### src/rtl/hw4alu_pkg.sv
// rtl/hw4alu_pkg.sv - shared hw4alu widths, function codes and result entry type
package hw4alu_pkg;

  localparam int ALU_W = 8;

  localparam logic [2:0] F_ADD = 3'd0;
  localparam logic [2:0] F_SUB = 3'd1;
  localparam logic [2:0] F_AND = 3'd2;
  localparam logic [2:0] F_OR  = 3'd3;
  localparam logic [2:0] F_XOR = 3'd4;
  localparam logic [2:0] F_NOT = 3'd5;
  localparam logic [2:0] F_SHL = 3'd6;
  localparam logic [2:0] F_SHR = 3'd7;

  typedef struct packed {
    logic             cout;
    logic             zero;
    logic             neg;
    logic [ALU_W-1:0] data;
  } alu_result_t;

endpackage

### src/rtl/hw4alu_fifo_mem.sv
// rtl/hw4alu_fifo_mem.sv - result entry storage, one write port, async read port
module hw4alu_fifo_mem
  import hw4alu_pkg::*;
#(
  parameter int DEPTH = 4,
  parameter int AW    = $clog2(DEPTH)
) (
  input  logic          clk,
  input  logic          we,
  input  logic [AW-1:0] waddr,
  input  alu_result_t   wdata,
  input  logic [AW-1:0] raddr,
  output alu_result_t   rdata
);

  alu_result_t mem [DEPTH];

  // Data is deliberately unreset; occupancy alone decides what is meaningful.
  always_ff @(posedge clk) begin
    if (we) mem[waddr] <= wdata;
  end

  assign rdata = mem[raddr];

endmodule

### src/rtl/hw4alu_result_fifo.sv
// rtl/hw4alu_result_fifo.sv - ALU result capture FIFO with flags and running checksum
module hw4alu_result_fifo
  import hw4alu_pkg::*;
#(
  parameter int WIDTH = ALU_W,
  parameter int DEPTH = 4
) (
  input  logic                     clk,
  input  logic                     rst_n,
  input  logic                     in_valid,
  output logic                     in_ready,
  input  logic [WIDTH-1:0]         q,
  input  logic                     cout,
  output logic                     out_valid,
  input  logic                     out_ready,
  output logic [WIDTH-1:0]         out_data,
  output logic                     out_cout,
  output logic                     out_zero,
  output logic                     out_neg,
  output logic [$clog2(DEPTH):0]   count,
  input  logic                     csum_clr,
  output logic [15:0]              csum
);

  localparam int AW = $clog2(DEPTH);
  localparam int CW = AW + 1;

  logic [AW-1:0] wr_ptr, rd_ptr;
  logic          push, pop;
  logic [15:0]   contrib;
  alu_result_t   wr_entry, rd_entry;

  // Handshake depends on registered count only, never on out_ready.
  assign in_ready  = (count != CW'(DEPTH));
  assign out_valid = (count != '0);
  assign push      = in_valid && in_ready;
  assign pop       = out_valid && out_ready;

  always_comb begin
    wr_entry      = '0;
    wr_entry.cout = cout;
    wr_entry.zero = (q == '0);
    wr_entry.neg  = q[WIDTH-1];
    wr_entry.data = q;
  end

  assign contrib = 16'(q) + 16'(cout);

  hw4alu_fifo_mem #(
    .DEPTH (DEPTH),
    .AW    (AW)
  ) u_mem (
    .clk   (clk),
    .we    (push),
    .waddr (wr_ptr),
    .wdata (wr_entry),
    .raddr (rd_ptr),
    .rdata (rd_entry)
  );

  assign out_data = out_valid ? rd_entry.data : '0;
  assign out_cout = out_valid && rd_entry.cout;
  assign out_zero = out_valid && rd_entry.zero;
  assign out_neg  = out_valid && rd_entry.neg;

  always_ff @(posedge clk or negedge rst_n) begin
    if (!rst_n) begin
      wr_ptr <= '0;
      rd_ptr <= '0;
      count  <= '0;
    end else begin
      if (push) wr_ptr <= wr_ptr + 1'b1;
      if (pop)  rd_ptr <= rd_ptr + 1'b1;
      case ({push, pop})
        2'b10:   count <= count + 1'b1;
        2'b01:   count <= count - 1'b1;
        default: count <= count;
      endcase
    end
  end

  // A clear coinciding with a push restarts the sum at that push's contribution.
  always_ff @(posedge clk or negedge rst_n) begin
    if (!rst_n) begin
      csum <= '0;
    end else if (csum_clr) begin
      csum <= push ? contrib : 16'h0000;
    end else if (push) begin
      csum <= csum + contrib;
    end
  end

endmodule

### config.mk
export PLATFORM = sky130hd
export DESIGN_NAME = hw4alu_result_fifo
export DESIGN_NICKNAME = d
export VERILOG_FILES = /design/src/rtl/hw4alu_pkg.sv /design/src/rtl/hw4alu_fifo_mem.sv /design/src/rtl/hw4alu_result_fifo.sv
export SDC_FILE = /design/constraint.sdc
export NUM_CORES = 1
export LEC_CHECK = 0
export CAP_MARGIN = 10
export CORE_MARGIN = 5
export CORE_UTILIZATION = 40
export CTS_CLUSTER_SIZE = 25
export DETAILED_ROUTE_END_ITERATION = 10
export GPL_ROUTABILITY_DRIVEN = 1
export SLEW_MARGIN = 15
export SYNTH_ARGS = -nofsm -noshare
export SYNTH_HDL_FRONTEND = slang
export SYNTH_HIERARCHICAL = 1
export SYNTH_SLANG_ARGS = --single-unit
### constraint.sdc
create_clock -name clk -period 2.42 [get_ports clk]
set_input_delay 0.484 -clock clk [delete_from_list [all_inputs] [get_ports clk]]
set_output_delay 0.484 -clock clk [all_outputs]
set_load 0.02 [all_outputs]
==> results of run 1 <==
==> worst paths after layout <==
check / to / slack, ns / cells past startpoint
worst min-delay path: u_mem/mem[3][0]$_DFFE_PP_ / 0.35 / 1
worst min register to register: count[2]$_DFFE_PN0P_ / 0.54 / 1
max in group asynchronous: rd_ptr[0]$_DFFE_PN0P_ / 1.65 / 2
worst max-delay path: csum[10]$_DFFE_PN0P_ / 0.06 / 10
min in group asynchronous: rd_ptr[1]$_DFFE_PN0P_ / 0.51 / 2
worst max register to register: csum[10]$_DFFE_PN0P_ / 0.22 / 7
==> metal layers <==
layer | vias to the layer above | track usage [%]
met4 | 0 | 6.237
li1 | 1131 | -
met5 | - | 0
met1 | 1130 | 20.48
met3 | 12 | 2.961
met2 | 64 | 24.04
==> cells by family after synthesis <==
| family | synth area share [%] |
|---|---|
| XOR/XNOR | 4.953 |
| AND/OR/NAND/NOR | 11.55 |
| AO/OA/AOI/OAI | 9.385 |
| flip-flops | 56.46 |
| adder cells (fa/ha/maj) | 6.034 |
| multiplexers | 9.609 |
| buffers and inverters | 2.011 |
==> final cells by class <==
class / count / area (sq um) / share of cell area (%)
inverters: 5 / 18.77 / 0.4122
well taps: 105 / 131.4 / 2.885
clock buffers: 10 / 137.6 / 3.023
clock inverters: 6 / 65.06 / 1.429
flip-flops and latches: 67 / 1898 / 41.69
repair buffers: 85 / 753.2 / 16.54
multi-input cells: 170 / 1549 / 34.02
==> power breakdown <==
part | switching, W | internal, W | leakage, nW
sequential | 0.000169 | 0.00151 | 0.695
combinational | 0.00117 | 0.00120 | 1.00
clock | 0.000428 | 0.000504 | 0.102
total | 0.00177 | 0.00321 | 1.80
==> layout by cell type (no fill, tap or decap), types with 9 or more instances in the layout <==
cell,count
dlygate4sd2_1,14
buf_4,38
xnor2_1,9
edfxtp_1,44
a21oi_1,12
nand2_1,13
dfrtp_1,22
and2_1,12
o21ai_0,11
clkdlybuf4s50_1,25
mux4_2,10
clkbuf_8,10
nand3_1,10
==> registers in the layout (all words and copies together), names as in the netlist <==
signal,cells
u_mem/mem,44
csum,16
count,3
rd_ptr,2
wr_ptr,2
==> cells in the mapped netlist, drive strengths merged, types with 3 or more instances <==
library cell,count
a21o,4
a21oi,14
and2,13
and3,7
buf,4
dfrtp,23
edfxtp,44
ha,13
inv,5
mux2i,6
mux4,11
nand2,14
nand3,11
nor2,8
o211ai,3
o21ai,14
or3,4
or4,4
xnor2,12
xor2,7
==> critical path: stages <==
cell           delay (ns)
dlygate4sd2_1        0.26
and3_1               0.19
and3_4               0.21
xor2_4               0.19
ha_4                 0.23
a21o_1               0.17
a21o_1               0.18
a22oi_2              0.27
nor2_1               0.10
mux2_4               0.30
==> repair_timing <==
item | 4_1_cts | 5_1_grt
pin swaps | 8 | 13
buffers inserted | 1 | 4
setup endpoints to repair | 26 | 17
resized for setup | 36 | 22
==> through the flow <==
stage | cell area, sq um | utilization, % | setup WS, ns
after floorplan | 3387 | - | -0.04053
after global placement | 4195 | 51.06 | -0.8331
after detailed placement | 4195 | 51.06 | -0.8920
after CTS | 4446 | 54.10 | -0.03158
after global routing | 4553 | 55.41 | -0.03454
final | 4553 | 55.41 | 0.05532
==> flow_summary.json, run 1 <==
{
  "status": "finished, final reports clean",
  "slew_viol_final": 0,
  "grt_pass1_wl_mm": 12.01,
  "die_x_um": 101.6,
  "critical_path_peak_fanout": 5,
  "stdcell_count": 448,
  "initial_core_util_pct": 40.89,
  "insertion_delay_ns": 0.33,
  "wl_met1_mm": 3.335,
  "syn_to_final_growth_pct": 35.53,
  "cts_hold_buf": 0,
  "p_per_area_nw_per_um2": 1094,
  "drc": 0,
  "nets": 367,
  "place.gp.congestion": 0.8602,
  "met2_length_mm": 3.440,
  "cts_buffer_depth": 2,
  "cts_sinks": 67,
  "relSlewSlack_pct": 71.01,
  "num-fill-cells": 664,
  "antenna_found_initial": 0,
  "ir_worst_vdd_mv": 0.5942,
  "grt_pass1_vias": 2346,
  "post_drt_wl_per_cell_um": 16.23,
  "root_buffer": "clkbuf_8",
  "crit_start": "q[6]",
  "synthDistinctLibCells": 45,
  "dieArea_sq_um": 10330,
  "startpoint_type": "input port",
  "ios": 46,
  "setup_viol": 0,
  "fin_setup_tns_ns": 0,
  "yosysWarningCount": 6,
  "synth_edf_count": 44,
  "max_clock_freq_mhz": 422.9,
  "min_period_ns": 2.365,
  "synth_fp_nets": 278,
  "min_path_type": "in -> reg",
  "cts_tree": "built",
  "placed_cells": 427,
  "min_period_over_period_pct": 97.71,
  "dr.pass1.iters": 4,
  "synth_top_area_share_pct": 39.33,
  "core_sq_um": 8217,
  "portBuffers": 45,
  "synth_area_sq_um": 3359,
  "routed_wirelength_mm": 7.269,
  "synthFlopType": "edfxtp_1",
  "yosysSeqAreaShare_pct": 56.46,
  "core.rowCount": 33,
  "synth_area_leader_cell": "edfxtp_1",
  "viasPerCell": 5.217,
  "clk_pin_slew_ns": 0.08,
  "htreeDepth": 3,
  "n_antenna_cell": 0,
  "required_ns": 2.64,
  "postSynthCellCount": 249,
  "dp_hpwl_mm": 5.051,
  "syn_area_per_cell_sq_um": 13.49,
  "tightestPinTransition_ns": 0.4323,
  "synth_area_leaders": "edfxtp_1, dfrtp_1, mux4_2",
  "ys_ff_latch": 67,
  "drive_above_1_share_pct": 29.45,
  "maxCapViolations": 0,
  "drtIter0Drc": 58,
  "p_leak_nw": 1.802,
  "worstPathArrival_ns": 2.58,
  "hold_path_startpoint": "q[0]",
  "cts_buffers": 9,
  "ant_nets": 0,
  "timing.hold.ws_ns": 0.3543,
  "met3_wirelength_um": 352,
  "path_class": "in -> reg",
  "die_y_um": 101.6,
  "timing.rr.start": "csum[0]$_DFFE_PN0P_",
  "synth-async-reset-ratio_pct": 34.33,
  "total_power_w": 0.004983,
  "vias": 2337,
  "hold_viol_final": 0,
  "grt-ovfl-total": 0,
  "grtUsageTotal_pct": 15.16,
  "top_layer": "met4",
  "cp-end-kind": "register",
  "grt_max_degree": 24,
  "grt_setup_unrepaired": "yes",
  "fin_skew_ns": 0.006835
}
(Power assumes the default switching activity.)
==> run 2, diff against run 1 <==
--- a/config.mk
+++ b/config.mk
@@ -6,11 +6,14 @@
 export NUM_CORES = 1
 export LEC_CHECK = 0
 export CAP_MARGIN = 10
+export CELL_PAD_IN_SITES_DETAIL_PLACEMENT = 2
+export CELL_PAD_IN_SITES_GLOBAL_PLACEMENT = 2
 export CORE_MARGIN = 5
-export CORE_UTILIZATION = 40
+export CORE_UTILIZATION = 34
 export CTS_CLUSTER_SIZE = 25
 export DETAILED_ROUTE_END_ITERATION = 10
 export GPL_ROUTABILITY_DRIVEN = 1
+export PLACE_DENSITY_LB_ADDON = 0.1
 export SLEW_MARGIN = 15
 export SYNTH_ARGS = -nofsm -noshare
 export SYNTH_HDL_FRONTEND = slang
==> run 2 against run 1 <==
  * Count of clock-buffer cells in the layout shrank 1
  * Total power grew 12%
  * Sequential power grew 2%
  * First-iteration DRC count grew 17%
  * Global-route usage grew 2.9 points
  * Via count grew 9.8%
  * Wire length grew 48%
  * Clock power grew 16%
  * Final area grew 9.7%
  * Critical endpoint is now out_data[1]
==> flow_summary.json, run 2 (synthesis gave the netlist of run 1 again) <==
{
  "grt_pass1_vias": 2786,
  "fin_setup_tns_ns": 0,
  "ir_worst_vdd_mv": 0.4810,
  "cts_sinks": 67,
  "max_clock_freq_mhz": 421.8,
  "grt_pass1_wl_mm": 16.02,
  "antenna_found_initial": 0,
  "routed_wirelength_mm": 10.77,
  "switchingPower_w": 0.002097,
  "insertion_delay_ns": 0.35,
  "post_drt_wl_per_cell_um": 21.55,
  "startpoint_type": "register",
  "min_path_type": "in -> reg",
  "critical_path_peak_fanout": 5,
  "cp_slowest_cell": "mux4_2",
  "min_period_over_period_pct": 97.97,
  "clk_pin_slew_ns": 0.08,
  "dr.pass1.iters": 4,
  "min_period_ns": 2.371,
  "regMostFlops": "u_mem/mem",
  "cp_num_buf_inv": 2,
  "die_x_um": 109.4,
  "portBuffers": 45,
  "dieArea_sq_um": 11970,
  "worst_slack_ns": 0.04911,
  "cpPeakStageDelay_ns": 0.50,
  "nets": 391,
  "path_class": "reg -> out",
  "timing.rr.start": "csum[0]$_DFFE_PN0P_",
  "drtIter0Drc": 68,
  "tightestPinTransition_ns": 0.4425,
  "relSlewSlack_pct": 70.50,
  "core.rowCount": 36,
  "final_common_cell": "buf_4",
  "vias": 2566,
  "worstPathArrival_ns": 1.89,
  "required_ns": 1.94,
  "setup_viol": 0,
  "grt-ovfl-total": 0,
  "syn_to_final_growth_pct": 48.72,
  "root_buffer": "clkbuf_8",
  "p_int_w": 0.003474,
  "num-fill-cells": 915,
  "drc": 0,
  "fin_util_pct": 51.59,
  "core_sq_um": 9684,
  "cts_hold_buf": 0,
  "crit_chain": "buf_6, mux4_2, and2_1, dlygate4sd2_1",
  "cts_tree": "built",
  "maxCapViolations": 0,
  "pwr-share-comb_pct": 49.7,
  "cts_buffer_depth": 2,
  "viasPerCell": 5.132,
  "n_antenna_cell": 0,
  "htreeDepth": 3,
  "cp-end-kind": "output pin",
  "place_ws_ns": -1.087,
  "ant_nets": 0,
  "stdcell_count": 500,
  "drive_above_1_share_pct": 42.23,
  "dp_hpwl_mm": 6.836,
  "largest_reg_flops": 44,
  "ios": 46,
  "p_seq_share_pct": 30.9,
  "top_regs": "u_mem/mem: 44 flops, csum: 16 flops, count: 3 flops",
  "placed_cells": 465,
  "status": "finished, final reports clean",
  "slew_viol_final": 0,
  "cts_buffers": 9,
  "p_clk_share_pct": 19.4,
  "hold_viol_final": 0,
  "final_cell_mix": "buf_4, edfxtp_1, clkdlybuf4s50_1",
  "p_leak_nw": 1.930,
  "grtUsageTotal_pct": 18.11,
  "die_y_um": 109.4,
  "initial_core_util_pct": 34.69,
  "crit_start": "rd_ptr[0]$_DFFE_PN0P_",
  "place.gp.congestion": 0.7694,
  "grt_max_degree": 24,
  "sw_frac_of_total_pct": 37.65,
  "crit_family": "multiplexers",
  "p_per_area_nw_per_um2": 1115,
  "hold_path_startpoint": "q[0]",
  "fin_skew_ns": 0.01261
}
## run 2: cell count changes in the layout (fill, tap and decap cells not counted), sizes merged
cell and change:
buf +25, bufinv +1, clkbuf +7, clkdlybuf4s15 +2, clkinv -2, dlygate4sd2 -10
dlymetal6s2s -1, inv +2
## run 2: routing by layer
metal / track usage, % / up-vias / wire (um)
li1: - / 1176 / -
met1: 22.07 / 1336 / 4506
met2: 32.91 / 40 / 5881
met3: 2.936 / 14 / 196
met4: 5.165 / 0 / 189
met5: 0 / - / 0
## run 2: area by class of cell
cell class / count / area [sq um] / share of cell area (%)
clock buffers: 9 / 123.9 / 2.479
inverters: 5 / 18.77 / 0.3757
repair buffers: 109 / 918.4 / 18.38
flip-flops and latches: 67 / 1898 / 37.99
multi-input cells: 170 / 1772 / 35.46
well taps: 133 / 166.4 / 3.331
clock inverters: 7 / 98.84 / 1.978
## run 2: path summary, 6_finish.rpt
path	end	slack [ns]	depth (start not counted)
setup / recovery	out_data[1]	0.05	4
hold / removal	u_mem/mem[0][0]$_DFFE_PP_	0.34	1
setup reg to reg	csum[8]$_DFFE_PN0P_	0.14	8
hold reg to reg	rd_ptr[1]$_DFFE_PN0P_	0.55	1
max in group asynchronous	rd_ptr[0]$_DFFE_PN0P_	1.64	2
min in group asynchronous	count[2]$_DFFE_PN0P_	0.50	2
## run 2: what timing repair did
item | in CTS | in global routing
pin swaps | 20 | 24
endpoints found under the setup margin | 26 | 20
gates cloned | 0 | 0
buffers inserted | 14 | 5
resized for setup | 72 | 49
hold endpoints to repair | 0 | 0
## run 2: metrics by stage
stage / area (sq um) / power [W] / hold slack [ns]
final: 4996 / 0.005571 / 0.3358
after global routing: 4996 / 0.005878 / 0.3245
after CTS: 4812 / 0.005431 / 0.3544
after detailed placement: 4305 / 0.004266 / 0.5249
after global placement: 4305 / 0.004179 / 0.5050
after floorplan: 3387 / 0.003126 / 0.1884
## run 2: power by group through the flow
stage | Sequential (W) | Clock [W] | Combinational (W)
2_1_floorplan | 0.00176 | 0 | 0.00136
3_3_place_gp | 0.00170 | 0 | 0.00248
3_5_place_dp | 0.00172 | 0 | 0.00254
4_1_cts | 0.00171 | 0.00109 | 0.00264
5_1_grt | 0.00176 | 0.00116 | 0.00296
6_report | 0.00172 | 0.00108 | 0.00277
